<file path="config.mk">
export PLATFORM = sky130hd
export DESIGN_NAME = fifo_rd_burst_arb
export DESIGN_NICKNAME = d
export VERILOG_FILES = /design/src/rtl/fifo_rd_burst_arb.sv
export SDC_FILE = /design/constraint.sdc
export NUM_CORES = 1
export LEC_CHECK = 0
export ABC_AREA = 1
export BUFFER_PORTS_ARGS = -buffer_cell sky130_fd_sc_hd__buf_2
export CORE_ASPECT_RATIO = 1.5
export CORE_MARGIN = 2
export CORE_UTILIZATION = 33
export CTS_CLUSTER_SIZE = 25
export DETAILED_ROUTE_END_ITERATION = 10
export PLACE_DENSITY_LB_ADDON = 0.2
export SKIP_CTS_REPAIR_TIMING = 1
export SYNTH_ARGS = -nofsm -noshare
export SYNTH_HDL_FRONTEND = slang
export SYNTH_SLANG_ARGS = --single-unit
</file>
<file path="constraint.sdc">
create_clock -name rd_clk -period 2.1 [get_ports rd_clk]
set_input_delay 0.21 -clock rd_clk [delete_from_list [all_inputs] [get_ports rd_clk]]
set_output_delay 0.21 -clock rd_clk [all_outputs]
set_load 0.005 [all_outputs]
</file>
<file path="src/rtl/fifo_rd_burst_arb.sv">
// fifo_rd_burst_arb
// Read-side burst arbiter that shares one async FIFO read port among NREQ
// consumers. It lives in the read clock domain next to the FIFO read pointer
// logic. Whole bursts are granted round-robin. The FIFO is only strobed while
// it is non-empty, and every returned word is steered to the granted consumer
// with a one-hot valid and a last-word flag.
//
// Ports:
//   rd_clk      read-domain clock, everything on the rising edge
//   rd_rst_n    asynchronous active-low reset
//   req         per-requester burst request (level, held until granted)
//   req_len     per-requester burst length minus one, requester i at
//               [i*BLEN_W +: BLEN_W]
//   fifo_empty  FIFO empty flag (read domain)
//   fifo_rdata  FIFO read data, valid the cycle after fifo_rd_en
//   fifo_rd_en  FIFO read strobe
//   gnt         one-hot grant, held for the whole burst
//   out_data    returned word (straight from fifo_rdata)
//   out_valid   one-hot word-valid to the granted requester
//   out_last    marks the final word of a burst
//   busy        high whenever the arbiter is not idle
module fifo_rd_burst_arb #(
    parameter int DSIZE  = 8,
    parameter int NREQ   = 4,
    parameter int BLEN_W = 4
) (
    input  logic                     rd_clk,
    input  logic                     rd_rst_n,
    input  logic [NREQ-1:0]          req,
    input  logic [NREQ*BLEN_W-1:0]   req_len,
    input  logic                     fifo_empty,
    input  logic [DSIZE-1:0]         fifo_rdata,
    output logic                     fifo_rd_en,
    output logic [NREQ-1:0]          gnt,
    output logic [DSIZE-1:0]         out_data,
    output logic [NREQ-1:0]          out_valid,
    output logic                     out_last,
    output logic                     busy
);

    localparam int PTR_W = (NREQ > 1) ? $clog2(NREQ) : 1;
    localparam logic [BLEN_W:0] REM_ONE = (BLEN_W+1)'(1);
    localparam logic [PTR_W-1:0] PTR_LAST = PTR_W'(NREQ - 1);

    typedef enum logic [1:0] {
        IDLE,
        BURST,
        DRAIN
    } state_t;

    state_t              state, state_nxt;
    logic [PTR_W-1:0]    ptr, ptr_nxt;
    logic [PTR_W-1:0]    win, win_nxt;
    logic [NREQ-1:0]     gnt_nxt;
    // One bit wider than the length field so a full 2^BLEN_W burst fits
    // without wrapping.
    logic [BLEN_W:0]     rem, rem_nxt;
    logic                rd_en_d, last_d;

    logic                pick_found;
    logic [PTR_W-1:0]    pick, idx;
    logic [NREQ-1:0]     pick_onehot;
    logic [BLEN_W-1:0]   pick_len;

    // Round-robin search: walk the requesters starting at ptr and wrapping,
    // the first active one wins. The winner's one-hot grant and length field
    // are selected with constant indices so no wide index expressions appear.
    always_comb begin
        pick_found  = 1'b0;
        pick        = '0;
        idx         = '0;
        pick_onehot = '0;
        pick_len    = '0;
        for (int k = 0; k < NREQ; k++) begin
            idx = PTR_W'((int'(ptr) + k) % NREQ);
            if (!pick_found && req[idx]) begin
                pick_found = 1'b1;
                pick       = idx;
            end
        end
        for (int i = 0; i < NREQ; i++) begin
            if (pick == PTR_W'(i)) begin
                pick_onehot[i] = 1'b1;
                pick_len       = req_len[i*BLEN_W +: BLEN_W];
            end
        end
    end

    // Reads only happen inside a burst, while words remain and the FIFO has
    // data; an empty FIFO simply stalls the burst with rem held.
    assign fifo_rd_en = (state == BURST) && !fifo_empty && (rem != '0);

    // Next-state logic. Requests and lengths are only looked at in IDLE, so a
    // requester dropping req mid-burst cannot cut the burst short. The pointer
    // moves past the winner only once its burst has fully drained, which is
    // what keeps a continuously-requesting consumer from being re-granted
    // ahead of the others.
    always_comb begin
        state_nxt = state;
        ptr_nxt   = ptr;
        win_nxt   = win;
        gnt_nxt   = gnt;
        rem_nxt   = rem;
        case (state)
            IDLE: begin
                if (pick_found) begin
                    state_nxt = BURST;
                    win_nxt   = pick;
                    gnt_nxt   = pick_onehot;
                    rem_nxt   = {1'b0, pick_len} + REM_ONE;
                end
            end
            BURST: begin
                if (fifo_rd_en) begin
                    rem_nxt = rem - REM_ONE;
                    if (rem == REM_ONE) begin
                        state_nxt = DRAIN;
                    end
                end
            end
            DRAIN: begin
                state_nxt = IDLE;
                gnt_nxt   = '0;
                ptr_nxt   = (win == PTR_LAST) ? '0 : win + PTR_W'(1);
            end
            default: begin
                state_nxt = IDLE;
                gnt_nxt   = '0;
                rem_nxt   = '0;
            end
        endcase
    end

    // State register plus the one-cycle delayed read strobe and last flag
    // that line up with fifo_rdata coming back from the FIFO.
    always_ff @(posedge rd_clk or negedge rd_rst_n) begin
        if (!rd_rst_n) begin
            state   <= IDLE;
            ptr     <= '0;
            win     <= '0;
            gnt     <= '0;
            rem     <= '0;
            rd_en_d <= 1'b0;
            last_d  <= 1'b0;
        end else begin
            state   <= state_nxt;
            ptr     <= ptr_nxt;
            win     <= win_nxt;
            gnt     <= gnt_nxt;
            rem     <= rem_nxt;
            rd_en_d <= fifo_rd_en;
            last_d  <= fifo_rd_en && (rem == REM_ONE);
        end
    end

    // gnt is still held during DRAIN, so the final word is steered correctly.
    assign out_data  = fifo_rdata;
    assign out_valid = gnt & {NREQ{rd_en_d}};
    assign out_last  = last_d;
    assign busy      = (state != IDLE);

endmodule

</file>
== Word-level counts from Yosys, hierarchy flattened ==
Cells that the tools add are included.
Storage, ports and cells
  flip-flop bits (word level): 17
  input bits: 31
  output and inout bits: 19
  word-level logic and storage cells: 82
Operators by class
  $add $sub $neg: 6
  order comparisons: 4
  eq/ne operators: 10
  muxes and demuxes: 34
  bitwise operators: 3
  reductions and logical operators: 18
Operator list (count)
  $mux W4: 5
  $mux W2: 8
  $pmux W5 S3: 1
  $lt A2 B3 Y1 const B: 4
  $mux W1: 12
  $mux W5: 2
  $bmux W1 S2: 4
  $eq A2 B2 Y1 const B: 4
  $pmux W4 S2: 1
  $logic_and A1 B1 Y1: 6
  $reduce_and A3 Y1: 2
  $add A4 B1 Y5 const B: 1
  $eq A5 B1 Y1 const B: 1
  $reduce_bool A5 Y1: 1
  $sub A5 B1 Y5 const B: 1
  $add A2 B1 Y2 const B: 2
  $add A2 B2 Y2 const B: 2
  $and A4 B4 Y4: 1
  $eq A2 B1 Y1 const B: 2
  $logic_not A1 Y1: 4
  $logic_not A2 Y1: 2
  $ne A2 B2 Y1 const B: 2
  $pmux W2 S2: 1
  $reduce_and A2 Y1: 2
  other kinds (3): 4

== Longest topological paths before layout ==
Gate-level depths: netlist of the first run.
  word-level depth: 20
  gate-level depth with buffers: 20

== Least setup slack after synthesis of the first run ==
No wires, ideal clock.
  path kind: reg-to-reg
  start point: reg ptr[0]
  end point: reg rem[2]
  library setup time: 0.117 ns
  data arrival time: 1.995 ns
  required time: 1.983 ns
  slack: -0.011 ns
  stages on the path, launching flop included: 19
  buffers on the path: 2
  clock period less this slack: 2.111 ns
  cells stage by stage: dfrtp_1 -> buf_6 -> nand2_2 -> nand3_2 -> nand2_2 -> nor2_1 -> nor2_1 -> nand2_2 -> nand2_2 -> buf_6 -> nand3_1 -> nand2_1 -> o21ai_2 -> ha_1 -> nand3b_1 -> nand3_1 -> nand2_1 -> nand2_1 -> nand2_1
Between the ends
  word-level cells in the longest chain between the ends: 20
  elaborated cells between the ends (all ways): 38
  those cells by class: add/sub: 4; eq/ne: 4; mux: 22; reduce/logical: 8
RTL lines
  start: declaration: line 52  | logic [PTR_W-1:0] ptr, ptr_nxt;
  start signal: assignment: line 147  | ptr <= ptr_nxt;
  branches (longest 20 deep; another with $add A2 B1 Y2)
  end signal: assignment: line 150  | rem <= rem_nxt;
  end: declaration: line 57  | logic [BLEN_W:0] rem, rem_nxt;
Parallel ways; which one is timed is not known. The select of a mux whose other input is x is not followed.
A chain may end at the register's enable or synchronous reset.

== Worst setup path after layout of the first run ==
Same ends and word-level chain as after synthesis.

==> results.cfg, run 1 <==
[outcome]
status = finished with violations
violations = negative setup slack

[timing]
relSlewSlack = 0.737
finalSetupViolCount = 4
fmax_mhz = 428
rsz0062_at_grt = yes
fin_crit_ps = 2340
period_share = 1.11
fin_ws_ps = -235
drv_slew = 0
finalClockSkew_ps = 5.99
worst_pin_slew_ps = 394
hold_viol_final = 0
holdWs_ps = 319

[placement]
placed_area_mm2 = 0.00188
portBuffers = 33
dp_slack_ps = -294
place_hpwl_um = 3080
place_congestion = 0.885

[logic_synthesis]
synth-simple-area-share = 0.460
synth_top_family_by_area = simple AND/OR/NAND/NOR gates
synth_compound_area_frac = 0.0949
synthesis.nets = 263
synth_top_cell_by_area = dfrtp_1
synthCells = 228
synth_edf_count = 0
ys_ff_latch = 17
ys_warn_count = 0
synth_xor_xnor_area_share = 0
synth_area_leaders = dfrtp_1 28%, nand2_1 17%, nand3_1 8.3%
synth_adder_area_share = 0.0330
ys_top_cells_by_count = 69 x nand2_1, 28 x inv_1, 25 x nand3_1
ys_types = 30
synthArstFlopShare = 1.00
synth.most_common_cell = nand2_1
synth_area_per_cell_um2 = 6.65
netlist_area_mm2 = 0.00152
synth_seq_area_share = 0.281
muxShareOfSynthArea = 0
yosysTopAreaCellShare = 0.281
ys.flop_type = dfrtp_1

[min_path]
min_delay_path_depth = 4
hold_start = fifo_empty
min_path_type = input port to register
whs_endpoint = state[1]

[critical_path]
worstRegToRegCells = 18
reg2reg_from = ptr[0]
crit_path_end_kind = register
regToRegEndpoint = rem[2]
critPathLaunchType = register
worstPathMaxFanout = 7
regToRegSetupSlack_ps = -240
slowest_stage = dfrtp_2
cpPeakStageDelay_ps = 440
cp_cell_sequence = buf_6 > nand2_4 > nand2_4 > nand2_2 > nand2_2 > nor2_4 > buf_6 > nand4_1 > nand2_4 > nor2_8 > nand2_2 > nand4_4 > ha_4 > nand3b_1 > nand3_1 > nand2_1 > nand2_1 > nand2_1
worstSetupPathType = register to register
crit_arrival_ps = 2480
cp_data_required_time_ps = 2250

[power]
p_per_area_mw_per_mm2 = 1950
finalPower_uw = 4230
ir_worst_vdd_mv = 0.851
leakagePower_uw = 0.00119

[clock_network]
clkTransAtPathRegs_ps = 70
cts_tree = done
clock_latency_ps = 250
cts_buffer_depth = 2
clock_sinks = 17
cts_inserted_buffers = 3
ctsRootBufferMaster = clkbuf_8
htree_levels = 1

[drt]
vias_per_cell = 4.72
dr.pass1.iters = 4
drt_iter0_markers = 20
vias = 1618
routedWlPerCell_um = 11.6
routed_wl_um = 3980
drc = 0
ant_nets = 0

[final_layout]
utilization = 0.486
layout-drive-gt1-share = 0.458
n_antenna_cell = 0
syn_to_final_growth_pct = 43.2
final_nets = 331
stdcell_area_mm2 = 0.00217

[floorplan]
core_area_mm2 = 0.00447
die_area_mm2 = 0.00516
pin_count = 50
num_rows = 30
die_y_um = 87.0
initial_utilization = 0.339
die_w_um = 59.4

[grt]
antenna_found_initial = 0
grt_pass1_vias = 1560
grtUsageTotal = 0.160
grt_pass1_wl_um = 6480
grt_max_degree = 18
grt.overflow.total = 0

[flow_run]
cap_violations = 0
==> worst max-delay path, delay by kind of cell, from the launching register on <==
family	cells	cell delay, ps
buffers and inverters	2	260
DFF	1	440
adders and majority gates	1	180
and+or+nand+nor	15	1330
==> how the worst max path moves through the flow <==
stage | start | endpoint | slack, ps | cells after the start
floorplan | ptr[0] | rem[2] | 0.8 | 20
global route | ptr[0] | rem[2] | -380 | 20
finish | ptr[0] | rem[2] | -240 | 18
global placement | ptr[0] | rem[1] | -270 | 17
CTS | ptr[0] | rem[1] | -310 | 17
detailed placement | ptr[0] | rem[1] | -290 | 17
==> sequential cells by signal, summed over array words and instances, names as in the netlist <==
register	count
out_last	1
gnt	4
state	2
rd_en_d	1
win	2
ptr	2
rem	5
==> cell usage in the layout, fill, tap and decap left out, types with 2 or more instances in the layout <==
| cell type | count |
|---|---|
| dfrtp_1 | 16 |
| nand2_8 | 2 |
| o21ai_2 | 3 |
| nor2_4 | 2 |
| nand3_1 | 21 |
| o21ai_1 | 2 |
| nor2_2 | 3 |
| nand2_2 | 25 |
| nor2_1 | 14 |
| inv_4 | 2 |
| buf_2 | 33 |
| inv_1 | 27 |
| a21oi_2 | 3 |
| a21oi_1 | 4 |
| clkbuf_8 | 3 |
| nand2_1 | 54 |
| nand3b_1 | 2 |
| o21ai_0 | 8 |
| nand3_2 | 6 |
| nand2_4 | 6 |
| ha_1 | 3 |
| nand4_1 | 2 |
| buf_4 | 34 |
| buf_6 | 5 |
| inv_2 | 2 |
==> logic make-up after synthesis <==
family	Yosys count
fa+ha+maj	4
compound gates	24
flops	17
buf+inv	41
simple gates	142
==> power breakdown <==
group          leakage [uW]  internal, uW  switching (uW)  total (uW)
registers          0.000215           449             102         551
logic              0.000956          1620            1810        3430
clock network     0.0000228           135             112         247
total               0.00119          2200            2030        4230
==> through the flow <==
stage	cells	TNS [ps]
final	343	-838
after global routing	343	-1610
after CTS	331	-1180
after detailed placement	327	-1070
after global placement	327	-992
after floorplan	228	0
==> final cells by class <==
| cell class | instances | area (um2) |
|---|---|---|
| flip-flops and latches | 17 | 427 |
| clock buffers | 4 | 45.0 |
| well taps | 48 | 60.1 |
| multi-input cells | 170 | 1030 |
| repair buffers | 73 | 487 |
| inverters | 31 | 121 |
| fillers | 473 | 2300 |
==> routing by layer <==
| layer | global-route usage | share of wire |
|---|---|---|
| met3 | 0.0163 | 0.027 |
| met1 | 0.181 | 0.41 |
| met4 | 0.0496 | 0.014 |
| met2 | 0.300 | 0.55 |
| met5 | 0 | 0 |
No activity file was read; power rests on OpenSTA's default activity.
==> run 2: changes to the inputs <==
CORE_UTILIZATION = 46   (was 33)
==> results.cfg, run 2 (same netlist as run 1, synthesis figures left out) <==
[outcome]
status = finished with violations
violations = negative setup slack

[critical_path]
cp_cell_sequence = inv_4 > buf_6 > nand2_4 > nand3_4 > nand2_4 > nor2_4 > buf_4 > nand4_1 > nand2_4 > nor2_8 > nand2_2 > nand4_4 > ha_4 > nand3b_1 > nand3_1 > nand2_1 > nand2_1 > nand2_1
worstSetupPathType = register to register
cp-startpoint = ptr[0]
cp_data_required_time_ps = 2250
worstPathMaxFanout = 6
crit_path_end_kind = register
cpPeakStageDelay_ps = 450
reg2reg_from = ptr[0]
slowest_stage = dfrtp_2
crit_family = simple AND/OR/NAND/NOR gates
crit_arrival_ps = 2470
critPathBufInv = 3
critPathLaunchType = register

[timing]
relSlewSlack = 0.742
fmax_mhz = 431
rsz0062_at_grt = yes
finalClockSkew_ps = 5.04
hold_viol_final = 0
fin_crit_ps = 2320
fin_ws_ps = -219
period_share = 1.10
worst_pin_slew_ps = 387
drv_slew = 0
holdWs_ps = 306
finalSetupViolCount = 5

[drt]
dr.pass1.iters = 4
ant_nets = 0
vias_per_cell = 4.89
drt_iter0_markers = 29
routedWlPerCell_um = 12.2
drc = 0
routed_wl_um = 3990
vias = 1603

[final_layout]
layout-drive-gt1-share = 0.434
multiInputGateArea_mm2 = 0.00103
n_antenna_cell = 0
syn_to_final_growth_pct = 39.6
final_cell_mix = 59 x nand2_1, 33 x buf_2, 28 x buf_4
top_regs = rem (5), gnt (4)
final_nets = 324
largest_reg_flops = 5
top_register = rem
stdcell_area_mm2 = 0.00212
fillers = 302
mostFrequentLayoutCell = nand2_1
seqCellArea_um2 = 427

[clock_network]
htree_levels = 1
clock_latency_ps = 260
clock_sinks = 17
ctsRootBufferMaster = clkbuf_8
cts_buffer_depth = 2
clkTransAtPathRegs_ps = 70
cts_tree = done
cts_inserted_buffers = 3

[flow_run]
cap_violations = 0

[grt]
antenna_found_initial = 0
grt_pass1_vias = 1501
grt.overflow.total = 0
grt_pass1_wl_um = 6260
grt_max_degree = 18
grtUsageTotal = 0.214

[floorplan]
pin_count = 50
die_w_um = 50.9
die_y_um = 74.3
core_area_mm2 = 0.00316
num_rows = 25
die_area_mm2 = 0.00378
initial_utilization = 0.480

[min_path]
min_path_type = input port to register
hold_start = fifo_empty

[placement]
place_congestion = 0.857
portBuffers = 33
place_hpwl_um = 3000
placed_area_mm2 = 0.00187

[power]
p_per_area_mw_per_mm2 = 1910
leakagePower_uw = 0.00116
ir_worst_vdd_mv = 1.20
finalPower_uw = 4040
run 2: final timing paths:
| kind | to | slack [ps] | cells past startpoint |
|---|---|---|---|
| max | rem[2] | -220 | 18 |
| min | state[1] | 310 | 4 |
| max reg2reg | rem[2] | -220 | 18 |
| min reg2reg | win[1] | 500 | 2 |
| max in group asynchronous | ptr[0] | 1400 | 2 |
| min in group asynchronous | out_last | 400 | 2 |
run 2: routing by layer:
layer	GRT usage	wire [um]	vias to the layer above
met5	0	0	-
met3	0.0261	99	3
li1	-	-	834
met4	0.0480	23	0
met1	0.235	1580	738
met2	0.428	2290	28
run 2: report_power, final:
group	switching (uW)	total, uW	internal, uW
clock	126	260	134
sequential	103	551	448
combinational	1760	3230	1470
run 2: cell type report:
cell class,count,share of cell area
clock buffers,3,0.0195
clock inverters,1,0.00355
inverters,31,0.0573
multi-input cells,170,0.487
flip-flops and latches,17,0.202
well taps,40,0.0236
repair buffers,66,0.207
run 2: through the flow:
step	setup WS, ps	instances	utilization	TNS (ps)
2_1_floorplan	0.784	228	-	0
3_3_place_gp	-248	317	0.592	-1120
3_5_place_dp	-297	317	0.592	-1260
4_1_cts	-324	321	0.607	-1410
5_1_grt	-381	328	0.670	-1760
6_report	-219	328	0.670	-894
run 2: worst min-delay path, delay by kind of cell:
family / cells / cell delay [ps]
AND/OR/NAND/NOR: 2 / 210
buffers and inverters: 2 / 110
